## config.mk

```make
export PLATFORM = sky130hd
export DESIGN_NAME = probe_led_monitor
export DESIGN_NICKNAME = d
export VERILOG_FILES = /design/src/rtl/probe_led_monitor.sv
export SDC_FILE = /design/constraint.sdc
export NUM_CORES = 1
export LEC_CHECK = 0
export ABC_AREA = 1
export ABC_CLOCK_PERIOD_IN_PS = 1800
export BUFFER_PORTS_ARGS = -buffer_cell sky130_fd_sc_hd__buf_2
export CAP_MARGIN = 20
export CORE_MARGIN = 3
export CORE_UTILIZATION = 40
export DETAILED_ROUTE_END_ITERATION = 16
export PLACE_DENSITY_LB_ADDON = 0.08
export SYNTH_ARGS = -nofsm -noshare
export SYNTH_HDL_FRONTEND = slang
export SYNTH_SLANG_ARGS = --single-unit
```

## constraint.sdc

```tcl
create_clock -name clk_i -period 1.8 [get_ports clk_i]
set_input_delay 0.18 -clock clk_i [delete_from_list [all_inputs] [get_ports clk_i]]
set_output_delay 0.18 -clock clk_i [all_outputs]
set_load 0.01 [all_outputs]
```

## src/rtl/probe_led_monitor.sv

```systemverilog
`default_nettype none
// ============================================================================
// Module   : probe_led_monitor
// Purpose  : LED status driver for the processor top. Drives NUM_CH probe
//            LEDs, each with a run-time selectable display mode, plus a
//            free-running heartbeat LED.
//            Modes: 0 DIRECT, 1 STICKY, 2 STRETCH, 3 BLINK.
// Ports    : clk_i        system clock, rising edge
//            reset_i      asynchronous active-high reset
//            probe_i      probe taps, synchronous to clk_i
//            clear_i      per-channel clear of the STICKY latch
//            cfg_we_i     mode write strobe
//            cfg_ch_i     channel index for the mode write
//            cfg_mode_i   mode value to write
//            led_prob_o   per-channel LED drive (bit i = channel i)
//            led_any_o    registered OR of led_prob_o
//            led_synth_o  heartbeat, period 2*HB_DIV cycles
// Revision : 1.0  initial release
// ============================================================================
module probe_led_monitor #(
  parameter int NUM_CH         = 4,
  parameter int STRETCH_CYCLES = 16,
  parameter int BLINK_DIV      = 8,
  parameter int HB_DIV         = 25000000
) (
  input  logic              clk_i,
  input  logic              reset_i,
  input  logic [NUM_CH-1:0] probe_i,
  input  logic [NUM_CH-1:0] clear_i,
  input  logic              cfg_we_i,
  input  logic [4:0]        cfg_ch_i,
  input  logic [1:0]        cfg_mode_i,
  output logic [NUM_CH-1:0] led_prob_o,
  output logic              led_any_o,
  output logic              led_synth_o
);

  typedef enum logic [1:0] {
    MODE_DIRECT  = 2'd0,
    MODE_STICKY  = 2'd1,
    MODE_STRETCH = 2'd2,
    MODE_BLINK   = 2'd3
  } mode_e;

  // Stretch counter must hold the value STRETCH_CYCLES itself.
  localparam int                   c_CNT_W        = $clog2(STRETCH_CYCLES + 1);
  localparam logic [c_CNT_W-1:0]   c_STRETCH_LOAD = c_CNT_W'(STRETCH_CYCLES);
  localparam int                   c_PRE_W        = $clog2(BLINK_DIV);
  localparam logic [c_PRE_W-1:0]   c_PRE_LAST     = c_PRE_W'(BLINK_DIV - 1);
  localparam int                   c_HB_W         = $clog2(HB_DIV);
  localparam logic [c_HB_W-1:0]    c_HB_LAST      = c_HB_W'(HB_DIV - 1);

  // --------------------------------------------------------------------------
  // Shared blink prescaler: free-runs regardless of any channel's state, so
  // all blinking channels toggle in phase.
  // --------------------------------------------------------------------------
  logic [c_PRE_W-1:0] pre_q;
  logic [c_PRE_W-1:0] pre_d;
  logic               blink_tick;

  always_comb begin
    blink_tick = (pre_q == c_PRE_LAST);
    pre_d      = blink_tick ? '0 : pre_q + c_PRE_W'(1);
  end

  always_ff @(posedge clk_i or posedge reset_i) begin
    if (reset_i) begin
      pre_q <= '0;
    end else begin
      pre_q <= pre_d;
    end
  end

  // --------------------------------------------------------------------------
  // Heartbeat: toggles when the divider wraps, first toggle at edge HB_DIV.
  // --------------------------------------------------------------------------
  logic [c_HB_W-1:0] hb_q;
  logic [c_HB_W-1:0] hb_d;
  logic              hb_wrap;
  logic              synth_q;
  logic              synth_d;

  always_comb begin
    hb_wrap = (hb_q == c_HB_LAST);
    hb_d    = hb_wrap ? '0 : hb_q + c_HB_W'(1);
    synth_d = hb_wrap ? ~synth_q : synth_q;
  end

  always_ff @(posedge clk_i or posedge reset_i) begin
    if (reset_i) begin
      hb_q    <= '0;
      synth_q <= 1'b0;
    end else begin
      hb_q    <= hb_d;
      synth_q <= synth_d;
    end
  end

  // --------------------------------------------------------------------------
  // Per-channel mode register and display state.
  // --------------------------------------------------------------------------
  logic [NUM_CH-1:0] led_w;

  for (genvar i = 0; i < NUM_CH; i++) begin : g_ch
    mode_e              mode_q;
    mode_e              mode_d;
    logic               led_q;
    logic               led_d;
    logic [c_CNT_W-1:0] cnt_q;
    logic [c_CNT_W-1:0] cnt_d;
    logic               active_q;
    logic               active_d;
    logic               wr;

    // Full 5-bit compare: an out-of-range index never aliases onto a
    // lower channel.
    assign wr = cfg_we_i && (cfg_ch_i == 5'(i));

    always_comb begin
      mode_d   = mode_q;
      led_d    = led_q;
      cnt_d    = cnt_q;
      active_d = active_q;
      if (wr) begin
        // A mode write always restarts the channel from a blank state,
        // even when the mode value is unchanged.
        mode_d   = mode_e'(cfg_mode_i);
        led_d    = 1'b0;
        cnt_d    = '0;
        active_d = 1'b0;
      end else begin
        case (mode_q)
          MODE_DIRECT: begin
            led_d = probe_i[i];
          end
          MODE_STICKY: begin
            // Probe wins over clear when both are high.
            led_d = probe_i[i] | (led_q & ~clear_i[i]);
          end
          MODE_STRETCH: begin
            if (probe_i[i]) begin
              cnt_d = c_STRETCH_LOAD;
            end else if (cnt_q != '0) begin
              cnt_d = cnt_q - c_CNT_W'(1);
            end
            // LED follows the next counter value so a single pulse gives
            // exactly STRETCH_CYCLES lit cycles.
            led_d = (cnt_d != '0);
          end
          MODE_BLINK: begin
            if (!probe_i[i]) begin
              led_d    = 1'b0;
              active_d = 1'b0;
            end else if (!active_q) begin
              led_d    = 1'b1;
              active_d = 1'b1;
            end else if (blink_tick) begin
              led_d = ~led_q;
            end
          end
          default: begin
            led_d = led_q;
          end
        endcase
      end
    end

    always_ff @(posedge clk_i or posedge reset_i) begin
      if (reset_i) begin
        mode_q   <= MODE_DIRECT;
        led_q    <= 1'b0;
        cnt_q    <= '0;
        active_q <= 1'b0;
      end else begin
        mode_q   <= mode_d;
        led_q    <= led_d;
        cnt_q    <= cnt_d;
        active_q <= active_d;
      end
    end

    assign led_w[i] = led_q;
  end

  // --------------------------------------------------------------------------
  // Summary LED, one cycle behind the channel LEDs.
  // --------------------------------------------------------------------------
  logic any_q;

  always_ff @(posedge clk_i or posedge reset_i) begin
    if (reset_i) begin
      any_q <= 1'b0;
    end else begin
      any_q <= |led_w;
    end
  end

  assign led_prob_o  = led_w;
  assign led_any_o   = any_q;
  assign led_synth_o = synth_q;

endmodule
`default_nettype wire

```

### Yosys cells after proc, flatten, opt, wreduce, memory -nomap -nowiden

Index checks and enable logic that the tools add are counted.

| cells by class | value |
|---|---|
| multiplexer cells | 58 |
| add/sub/neg operators | 6 |
| bitwise logic cells | 17 |
| equality and inequality tests | 21 |
| reduce and logical (&&, ||, !) cells | 26 |

Operators with widths:

| kind | number |
|---|---|
| $mux 5 | 24 |
| $reduce_bool 5->1 | 8 |
| $mux 1 | 28 |
| $add 25x1->25 const B | 1 |
| $eq 25x25->1 const B | 1 |
| $mux 25 | 1 |
| $ne 5x5->1 const B | 4 |
| $sub 5x1->5 const B | 4 |
| $eq 2x2->1 const B | 8 |
| $pmux 1 s4 | 4 |
| $reduce_bool 2->1 | 8 |
| $eq 5x2->1 const B | 2 |
| $not 1->1 | 9 |
| $eq 2x1->1 const B | 4 |
| $logic_not 2->1 | 4 |
| $eq 5x1->1 const B | 1 |
| $logic_not 5->1 | 1 |
| $and 1x1->1 | 4 |
| $logic_and 1x1->1 | 4 |
| $or 1x1->1 | 4 |
| $reduce_or 4->1 | 1 |
| $add 3x1->3 const B | 1 |
| $eq 3x3->1 const B | 1 |
| $mux 3 | 1 |

| word-level totals | value |
|---|---|
| register bits | 66 |

### Depth between registers and ports, before layout

Gate-level depths: netlist (run 1).

| logic depth | value |
|---|---|
| word-level depth | 8 |
| mapped depth | 12 |
| depth with buffers taken out | 12 |

### Worst setup path after synthesis (run 1)

No wires, ideal clock.

| timing path | value |
|---|---|
| path kind | register -> register |
| start point | register hb_q[0] |
| end point | register hb_q[19] |
| setup slack | 0.291 ns |
| stages on the path, launching flop included | 7 |
| buffers on the path | 0 |
| period minus slack after synthesis | 1.509 ns |
| data required time | 1.669 ns |
| arrival time | 1.378 ns |
| library setup time | 0.131 ns |
| cell sequence | dfrtp_1 ha_1 nand3_2 nor4_2 nand3_1 nor3_4 nor2_1 |

| on the way | value |
|---|---|
| cells in the longest elaborated chain, start to end | 2 |

RTL lines:

| element | line | text |
|---|---|---|
| start: declaration | 77 | `logic [c_HB_W-1:0] hb_q;` |
| start signal: assignment | 91 | `hb_q <= '0;` |
| start signal: assignment | 94 | `hb_q <= hb_d;` |
| $add 25x1->25 or $eq 25x25->1 (tied branches) | 85, 84 |  |
| $mux 25 (*) | 85 | `hb_d = hb_wrap ? '0 : hb_q + c_HB_W'(1);` |
| via hb_d[19] | 78 | `logic [c_HB_W-1:0] hb_d;` |

Mark *: on every way through the listed nets, which the timed path passes. The rest lies on a longest branch.
A chain may end at the register's enable or synchronous reset.

### Worst setup path after layout (run 1)

| timing path | value |
|---|---|
| start point | register hb_q[1] |
| end point | register hb_q[21] |

The elaborated chain is that of the path after synthesis.

==> impl_metrics.json, run 1 <==
{
  "outcome": "completed",
  "ys_warn_count": 0,
  "pwr-share-seq": 0.367,
  "yosys.area_share.simple": 0.326,
  "yosys.area_share.adder": 0.0229,
  "start_util": 0.412,
  "post_layout_nonfiller_instances": 663,
  "finalPower_mw": 5.53,
  "synth_top_family_by_area": "simple AND/OR/NAND/NOR gates",
  "die_w_um": 104,
  "grt_pass1_vias": 3272,
  "vias": 3389,
  "clock_sinks": 66,
  "netlist_area_sq_um": 3830,
  "power_density_nw_per_um2": 1260,
  "ff2ff_path_depth": 7,
  "fin_util": 0.475,
  "hold_violations": 0,
  "die_h_um": 104,
  "vias_per_cell": 5.11,
  "min_period_over_period": 0.924,
  "power_frac_clock": 0.302,
  "syn_nets": 519,
  "drive_above_1_share": 0.124,
  "max_slew_margin": 0.569,
  "first_pass_iters": 6,
  "cts_tree": "yes",
  "whs_path_depth": 3,
  "synth_mux_area_frac": 0,
  "first_iter_violations": 195,
  "critPathMaxStageDelay_ns": 0.37,
  "synth_compound_area_frac": 0.0860,
  "drv_cap": 0,
  "grt_first_pass_wirelength_um": 14800,
  "synth_cell_types": 31,
  "rr_endpoint": "hb_q[21]",
  "crit_arrival_ns": 1.90,
  "rr_startpoint": "hb_q[1]",
  "hold_path_class": "input pin to flip-flop",
  "p_leak_nw": 2.14,
  "dieArea_sq_um": 10800,
  "slew_violations": 0,
  "nets": 554,
  "holdPathEnd": "g_ch[2].mode_q[1]",
  "clk_latency_ns": 0.35,
  "combPwrFrac": 0.331,
  "finClkSkew_ns": 0.0106,
  "crit_slowest_cell": "dfrtp_1",
  "endpoint_kind": "flip-flop",
  "cts_buffers": 9,
  "cts_root_buf": "clkbuf_8",
  "start_kind": "flip-flop",
  "placed_cells": 645,
  "power.internal_mw": 3.54,
  "gp_congestion": 0.869,
  "seq_area_frac_synth": 0.432,
  "path_max_fanout": 9,
  "avgSynthCellArea_sq_um": 7.75,
  "tightest_slew_ns": 0.639,
  "grt_max_degree": 67,
  "regToRegSetupSlack_ns": 0.14,
  "rows": 35,
  "crit_buf_inv": 1,
  "cp_cell_sequence": "ha_1 -> nand3_2 -> nor4_2 -> nand3_1 -> nor3_4 -> buf_4 -> nor2_1",
  "track_usage": 0.166,
  "netlist_instances": 494,
  "critPathTopFamily": "simple AND/OR/NAND/NOR gates",
  "wl_um": 8670,
  "coreArea_sq_um": 9280,
  "worstPathRequired_ns": 2.04,
  "fin_crit_ns": 1.66,
  "synthXorXnorAreaFrac": 0.0526,
  "cts_max_level": 3,
  "fmax_mhz": 601,
  "synth_seq_cells": 66,
  "cts_buffer_depth": 2,
  "n_antenna_cell": 0,
  "path_class": "flip-flop to flip-flop",
  "io_buffers": 23,
  "grt.overflow.total": 0,
  "vdd_drop_max_v": 0.000710,
  "ant_nets": 0,
  "clkTransAtPathRegs_ns": 0.07,
  "dp.final_hpwl_um": 6340,
  "area_growth_pct": 15.2,
  "num_io_pins": 24,
  "cp.depth": 7,
  "wl_per_cell_um": 13.1,
  "swShare": 0.361,
  "antenna_found_initial": 0,
  "hp-start": "cfg_mode_i[1]",
  "finalSetupViolations": 0,
  "drc": 0,
  "p_switching_mw": 2.00
}
kinds of logic after synthesis:
group / Yosys count
buffers and inverters: 78
XOR/XNOR: 23
AND/OR/NAND/NOR: 264
flip-flops: 66
adder cells (fa/ha/maj): 7
AO/OA/AOI/OAI: 56
worst max-delay path by stage:
stage	from	to	slack, ns
2_1_floorplan	hb_q[0]	hb_q[19]	0.29
3_3_place_gp	hb_q[1]	hb_q[19]	0.17
3_5_place_dp	hb_q[1]	hb_q[21]	0.13
5_1_grt	g_ch[3].cnt_q[0]	g_ch[3].led_q	-0.006
6_report	hb_q[1]	hb_q[21]	0.14
4_1_cts	hb_q[1]	hb_q[21]	0.12
registers in the layout (all words and copies together), names as in the netlist:
name and count:
g_ch.active_q 4, g_ch.cnt_q 20, g_ch.led_q 4, g_ch.mode_q 8, hb_q 25, led_any_o 1
led_synth_o 1, pre_q 3
per-layer routing:
metal / global-route usage / wire (um) / up-vias
li1: - / - / 1710
met1: 0.216 / 4100 / 1569
met2: 0.271 / 4000 / 94
met3: 0.0368 / 369 / 16
met4: 0.0636 / 204 / 0
met5: 0 / 0 / -
through the flow:
| step | hold WS, ns | TNS (ns) | setup WS [ns] | area (sq um) |
|---|---|---|---|---|
| 6_report | 0.168 | 0 | 0.137 | 4410 |
| 5_1_grt | 0.168 | -0.00598 | -0.00598 | 4410 |
| 4_1_cts | 0.149 | 0 | 0.117 | 4390 |
| 3_5_place_dp | 0.312 | 0 | 0.128 | 4120 |
| 3_3_place_gp | 0.307 | 0 | 0.167 | 4120 |
| 2_1_floorplan | 0.324 | 0 | 0.291 | 3830 |
cells in the final DEF (no fill, tap or decap), drive strengths merged:
cell / instances
nand2: 106
inv: 71
dfrtp: 66
nor2: 63
nand3: 43
buf: 29
nor3: 22
xor2: 21
nand4: 19
a21oi: 17
o22ai: 16
o21ai: 13
clkbuf: 9
ha: 7
nor3b: 5
nor4: 5
o32ai: 4
o211ai: 4
bufinv: 4
xnor2: 2
clkinvlp: 2
clkinv: 2
a31oi: 1
nand3b: 1
o21bai: 1
dlygate4sd3: 1
what timing repair did:
item / 4_1_cts / 5_1_grt
hold buffers: 1 / 0
resized for setup: 0 / 3
setup endpoints to repair: 0 / 11
endpoints found under the hold margin: 66 / 0
setup buffers: 0 / 1
cell type report:
| cell class | instances | area (sq um) |
|---|---|---|
| repair buffers | 30 | 183 |
| inverters | 72 | 274 |
| flip-flops and latches | 66 | 1650 |
| well taps | 129 | 161 |
| clock buffers | 9 | 124 |
| multi-input cells | 350 | 1870 |
| clock inverters | 7 | 141 |
| fillers | 939 | 4880 |
worst register-to-register path, cell delays in order (launching register included):
cell and delay [ns]:
dfrtp_1 0.37, ha_1 0.24, nand3_2 0.18, nor4_2 0.18
nand3_1 0.16, nor3_4 0.19, buf_4 0.18, nor2_1 0.06
power groups by stage:
| stage | clock network [mW] | registers, mW | logic [mW] |
|---|---|---|---|
| final | 1.67 | 2.03 | 1.83 |
| after global routing | 1.78 | 2.07 | 2.12 |
| after CTS | 1.72 | 2.03 | 1.81 |
| after detailed placement | 0 | 2.05 | 1.81 |
| after global placement | 0 | 2.05 | 1.76 |
| after floorplan | 0 | 1.99 | 1.49 |
cell usage after synthesis, drive strengths merged:
| cell type | number | area share |
|---|---|---|
| nor3 | 22 | 0.037 |
| ha | 7 | 0.023 |
| nand4 | 19 | 0.031 |
| a21oi | 17 | 0.022 |
| nand3 | 43 | 0.059 |
| o21ai | 13 | 0.017 |
| o21bai | 1 | 0.0020 |
| dfrtp | 66 | 0.43 |
| nor2 | 63 | 0.067 |
| nand3b | 1 | 0.0020 |
| buf | 6 | 0.010 |
| o211ai | 4 | 0.0078 |
| o22ai | 16 | 0.026 |
| xnor2 | 2 | 0.0046 |
| o32ai | 4 | 0.0092 |
| inv | 72 | 0.071 |
| nor3b | 5 | 0.011 |
| a31oi | 1 | 0.0016 |
| xor2 | 21 | 0.048 |
| nand2 | 106 | 0.11 |
| nor4 | 5 | 0.013 |
(Power assumes the default switching activity.)
==> run 2, diff against run 1 <==
--- a/config.mk
+++ b/config.mk
@@ -7,11 +7,11 @@
 export LEC_CHECK = 0
 export ABC_AREA = 1
 export ABC_CLOCK_PERIOD_IN_PS = 1800
-export BUFFER_PORTS_ARGS = -buffer_cell sky130_fd_sc_hd__buf_2
 export CAP_MARGIN = 20
 export CORE_MARGIN = 3
-export CORE_UTILIZATION = 40
+export CORE_UTILIZATION = 45
 export DETAILED_ROUTE_END_ITERATION = 16
+export DONT_BUFFER_PORTS = 1
 export PLACE_DENSITY_LB_ADDON = 0.08
 export SYNTH_ARGS = -nofsm -noshare
 export SYNTH_HDL_FRONTEND = slang
==> run 2 against run 1 <==
Die area down 10%. Highest routed layer unchanged. Combinational power is 5% lower. Worst setup slack improved by 0.016 ns. Non-clock buffer count down 22. Maximum frequency rose by 0.98%. Critical endpoint unchanged. Critical path type unchanged. Sequential power barely moved.
==> impl_metrics.json, run 2 (same netlist as run 1, synthesis figures left out) <==
{
  "outcome": "completed",
  "clock_sinks": 66,
  "endpoint_kind": "flip-flop",
  "n_antenna_cell": 0,
  "dieArea_sq_um": 9650,
  "cts_buffer_depth": 2,
  "max_slew_margin": 0.571,
  "setup_ws_ns": 0.153,
  "whs_path_depth": 2,
  "tightest_slew_ns": 0.637,
  "layout_common_cells": "nand2_1 (104), inv_1 (70), dfrtp_1 (66)",
  "start_util": 0.466,
  "final_area_sq_um": 4200,
  "drive_above_1_share": 0.0763,
  "ff2ff_path_depth": 7,
  "die_h_um": 98.2,
  "track_usage": 0.183,
  "rsz0062_at_grt": "false",
  "met2_length_um": 3930,
  "top_register": "hb_q",
  "wl_met1_um": 3940,
  "io_buffers": 0,
  "critPathMaxStageDelay_ns": 0.37,
  "nFillCells": 777,
  "mostFrequentLayoutCell": "nand2_1",
  "slew_violations": 0,
  "power_density_nw_per_um2": 1190,
  "coreArea_sq_um": 8220,
  "vdd_drop_max_v": 0.000862,
  "post_layout_nonfiller_instances": 616,
  "hp-start": "probe_i[1]",
  "vias": 3310,
  "num_io_pins": 24,
  "crit_arrival_ns": 1.87,
  "drc": 0,
  "clk_latency_ns": 0.33,
  "largest_register_ffs": 25,
  "placed_cells": 599,
  "p_leak_nw": 2.02,
  "fin_crit_ns": 1.65,
  "cts_max_level": 3,
  "fmax_mhz": 607,
  "grt_pass1_vias": 3065,
  "start_kind": "flip-flop",
  "area_growth_pct": 9.68,
  "grt.overflow.total": 0,
  "cts_tree": "yes",
  "rows": 33,
  "die_w_um": 98.2,
  "path_max_fanout": 9,
  "critPathTopFamily": "simple AND/OR/NAND/NOR gates",
  "grt_first_pass_wirelength_um": 14400,
  "ant_nets": 0,
  "grt_max_degree": 50,
  "cp_cell_sequence": "ha_1 -> nand3_2 -> nor4_2 -> nand3_1 -> nor3_4 -> buf_12 -> nor2_1",
  "min_period_over_period": 0.915,
  "regToRegSetupSlack_ns": 0.15,
  "vias_per_cell": 5.37,
  "final.setup.tns_ns": 0,
  "crit_buf_inv": 1,
  "wl_um": 8440,
  "first_pass_iters": 4,
  "wl_per_cell_um": 13.7,
  "finClkSkew_ns": 0.00814,
  "cts_buffers": 9,
  "rr_endpoint": "hb_q[21]",
  "finalSetupViolations": 0,
  "worstPathRequired_ns": 2.02,
  "antenna_found_initial": 0,
  "drv_cap": 0,
  "dp.final_hpwl_um": 6200,
  "dp_slack_ns": 0.126,
  "rr_startpoint": "hb_q[1]",
  "top_regs": "hb_q (25), g_ch.cnt_q (20), g_ch.mode_q (8)",
  "top_layer": "met4",
  "finalPower_mw": 5.00,
  "path_class": "flip-flop to flip-flop",
  "hold_violations": 0,
  "wl_met3_um": 431,
  "gp_congestion": 0.906,
  "hold_path_class": "input pin to flip-flop",
  "cts_root_buf": "clkbuf_8",
  "crit_slowest_cell": "dfrtp_1",
  "holdPathEnd": "g_ch[1].active_q",
  "nets": 532,
  "post_dp_cell_area_sq_um": 3980,
  "clkTransAtPathRegs_ns": 0.07,
  "first_iter_violations": 133
}
## run 2: how the worst max path moves through the flow
| stage | startpoint | endpoint | slack (ns) | depth (start not counted) |
|---|---|---|---|---|
| floorplan | hb_q[0] | hb_q[19] | 0.29 | 6 |
| global placement | hb_q[1] | hb_q[21] | 0.17 | 6 |
| detailed placement | hb_q[1] | hb_q[21] | 0.13 | 6 |
| CTS | hb_q[1] | hb_q[21] | 0.11 | 6 |
| global route | g_ch[1].cnt_q[0] | g_ch[1].led_q | 0.0004 | 11 |
| finish | hb_q[1] | hb_q[21] | 0.15 | 7 |
## run 2: through the flow
stage	utilization	hold slack [ns]
6_report	0.511	0.0599
4_1_cts	0.508	0.0344
3_3_place_gp	0.484	0.0810
3_5_place_dp	0.484	0.0909
2_1_floorplan	-	0.324
5_1_grt	0.511	0.0511
## run 2: area by class of cell
type	count	area (sq um)	area share
clock buffers	12	145	0.0346
clock inverters	3	40.0	0.00954
inverters	72	274	0.0653
multi-input cells	350	1870	0.445
flip-flops and latches	66	1650	0.394
well taps	105	131	0.0313
repair buffers	8	87.6	0.0209
## run 2: report_power, final
group / internal, mW / switching [mW]
clock network: 0.667 / 0.542
registers: 1.78 / 0.272
logic: 0.651 / 1.08
total: 3.10 / 1.89
## run 2: timing repair
| action | 4_1_cts | 5_1_grt |
|---|---|---|
| buffers inserted | 0 | 1 |
| gates resized for setup | 0 | 1 |
| setup endpoints to repair | 0 | 2 |
| hold buffers | 1 | 0 |
| hold endpoints to repair | 17 | 0 |
## run 2: routing by layer
metal  global-route usage  vias to the layer above
met2                0.290                       96
met4               0.0704                        0
li1                     -                     1660
met1                0.249                     1540
met3               0.0350                       14
met5                    0                        -
==> run 3, diff against run 2 <==
--- a/config.mk
+++ b/config.mk
@@ -5,11 +5,13 @@
 export SDC_FILE = /design/constraint.sdc
 export NUM_CORES = 1
 export LEC_CHECK = 0
-export ABC_AREA = 1
 export ABC_CLOCK_PERIOD_IN_PS = 1800
 export CAP_MARGIN = 20
+export CELL_PAD_IN_SITES_DETAIL_PLACEMENT = 0
+export CELL_PAD_IN_SITES_GLOBAL_PLACEMENT = 1
 export CORE_MARGIN = 3
 export CORE_UTILIZATION = 45
+export CTS_CLUSTER_DIAMETER = 80
 export DETAILED_ROUTE_END_ITERATION = 16
 export DONT_BUFFER_PORTS = 1
 export PLACE_DENSITY_LB_ADDON = 0.08
==> run 3 against run 2 <==
Critical path depth unchanged. Core utilization increased by 2.6 points. Clock-buffer cell count unchanged. Critical path type unchanged.
==> impl_metrics.json, run 3 <==
{
  "outcome": "completed",
  "die_h_um": 95.6,
  "power_density_nw_per_um2": 1280,
  "ys_warn_count": 0,
  "p_leak_nw": 1.84,
  "netlist_instances": 385,
  "vdd_drop_max_v": 0.000390,
  "final.setup.tns_ns": 0,
  "synthTopCellsByArea": "dfrtp_1 (46%), nor2_1 (4.9%), a21oi_1 (3.9%)",
  "synth_cell_types": 54,
  "path_class": "flip-flop to flip-flop",
  "layout_common_cells": "dfrtp_1 (66), nor2_1 (47), a21oi_1 (28)",
  "grt.overflow.total": 0,
  "n_antenna_cell": 0,
  "seq_area_frac_synth": 0.457,
  "slew_violations": 0,
  "avgSynthCellArea_sq_um": 9.38,
  "fmax_mhz": 569,
  "start_util": 0.465,
  "async_flop_share": 1.00,
  "ff_latch_area_sq_um": 1650,
  "mostFrequentLayoutCell": "dfrtp_1",
  "cts_buffer_depth": 2,
  "synth_common_cells": "dfrtp_1 (66), nor2_1 (47), a21oi_1 (28)",
  "setup_ws_ns": 0.0429,
  "regToRegSetupSlack_ns": 0.04,
  "num_io_pins": 24,
  "ant_nets": 0,
  "hold_path_class": "input pin to flip-flop",
  "gp_congestion": 0.811,
  "hold_violations": 0,
  "tightest_slew_ns": 0.503,
  "finalPower_mw": 5.33,
  "crit_arrival_ns": 1.97,
  "clkTransAtPathRegs_ns": 0.08,
  "nFillCells": 739,
  "largest_register_ffs": 25,
  "track_usage": 0.175,
  "top_regs": "hb_q (25), g_ch.cnt_q (20), g_ch.mode_q (8)",
  "wl_um": 7340,
  "drc": 0,
  "cts_root_buf": "clkbuf_8",
  "dp.final_hpwl_um": 4990,
  "first_iter_violations": 118,
  "dieArea_sq_um": 9140,
  "grt_first_pass_wirelength_um": 12700,
  "io_buffers": 0,
  "rsz0062_at_grt": "true",
  "max_slew_margin": 0.662,
  "dp_slack_ns": 0.00501,
  "coreArea_sq_um": 7770,
  "netlist_area_sq_um": 3610,
  "synthMostInstantiatedCell": "dfrtp_1",
  "clk_latency_ns": 0.34,
  "synth_seq_cells": 66,
  "cts_buffers": 9,
  "cts_tree": "yes",
  "rows": 32,
  "grt_pass1_vias": 2773,
  "nets": 438,
  "vias": 2852,
  "grt_max_degree": 67,
  "yosysTopAreaCell": "dfrtp_1",
  "worstPathRequired_ns": 2.02,
  "fin_crit_ns": 1.76,
  "synth_top_area_share": 0.457,
  "path_max_fanout": 5,
  "first_pass_iters": 4,
  "clock_sinks": 66,
  "synth_ff_type": "dfrtp_1",
  "multi_input_area_sq_um": 1880,
  "drive_above_1_share": 0.175,
  "antenna_found_initial": 0,
  "endpoint_kind": "flip-flop",
  "vias_per_cell": 5.50,
  "start_kind": "flip-flop",
  "top_register": "hb_q",
  "finClkSkew_ns": 0.0172,
  "syn_nets": 410,
  "area_growth_pct": 15.4,
  "die_w_um": 95.6,
  "wl_per_cell_um": 14.2,
  "cts_max_level": 3,
  "finalSetupViolations": 0,
  "synth_edf_count": 0,
  "drv_cap": 0,
  "min_period_over_period": 0.976
}
==> run 3: cell types whose count changed after synthesis, sizes merged, moves of 8 or more <==
cell,delta
nand2,-83
inv,-55
nand3,-28
o22ai,-15
nor2,-14
a21oi,+11
nand4,-9
nor2b,+9
nor3,-9
mux2,+8
o21ai,+8
o31ai,+8
xnor2,+8
==> run 3: layout make-up <==
type | count | area share
clock buffer | 12 | 0.0372
clock inverter | 3 | 0.00360
inverter | 17 | 0.0162
multi-input combinational | 286 | 0.450
sequential | 66 | 0.396
tap | 102 | 0.0306
timing repair buffer | 33 | 0.0666
==> run 3: logic make-up after synthesis <==
family,synth area share
fa+ha+maj,0.0242
simple gates,0.257
buf+inv,0.0423
xor+xnor,0.0630
compound gates,0.120
flops,0.457
mux,0.0360
==> run 3: report_power, final <==
group / leakage (nW) / switching (mW) / internal (mW) / total, mW
clock: 0.0920 / 0.542 / 0.562 / 1.10
sequential: 0.849 / 0.363 / 1.79 / 2.15
combinational: 0.894 / 0.980 / 1.10 / 2.08
total: 1.84 / 1.88 / 3.45 / 5.33
==> run 3: worst max-delay path, stage by stage (launching register included) <==
cell and delay (ns):
dfrtp_1 0.38, inv_1 0.06, ha_2 0.17, or3b_4 0.41, nor3_2 0.12, a31oi_1 0.07
o41ai_2 0.33, a21oi_1 0.10
==> run 3: final timing paths <==
path                                   from  depth (start not counted)             to
setup reg to reg           g_ch[0].cnt_q[0]                          7  g_ch[0].led_q
max in group asynchronous           reset_i                          3       hb_q[22]
min in group asynchronous           reset_i                          3        hb_q[2]
hold reg to reg                    pre_q[0]                          1       pre_q[0]
hold / removal                   probe_i[3]                          2  g_ch[3].led_q
setup / recovery           g_ch[0].cnt_q[0]                          7  g_ch[0].led_q
==> run 3: timing repair <==
action                                 in CTS  in global routing
setup buffers                               0                  1
endpoints found under the hold margin      82                  0
setup endpoints to repair                   1                 11
pin swaps                                   0                 11
hold buffers                                7                  0
resized for setup                           1                 18
==> run 3: per-stage QoR <==
step	utilization	cells	instance area, sq um	hold slack, ns
2_1_floorplan	-	385	3620	0.315
5_1_grt	0.537	519	4170	0.0503
6_report	0.537	519	4170	0.0529
4_1_cts	0.528	518	4100	0.0320
3_3_place_gp	0.497	496	3860	0.181
3_5_place_dp	0.497	496	3860	0.181
==> run 3: metal layers <==
| metal | share of wire | track usage | wire [um] | vias to the layer above |
|---|---|---|---|---|
| li1 | - | - | - | 1414 |
| met1 | 0.48 | 0.228 | 3550 | 1387 |
| met2 | 0.46 | 0.288 | 3410 | 39 |
| met3 | 0.034 | 0.0300 | 252 | 12 |
| met4 | 0.018 | 0.0711 | 135 | 0 |
| met5 | 0 | 0 | 0 | - |
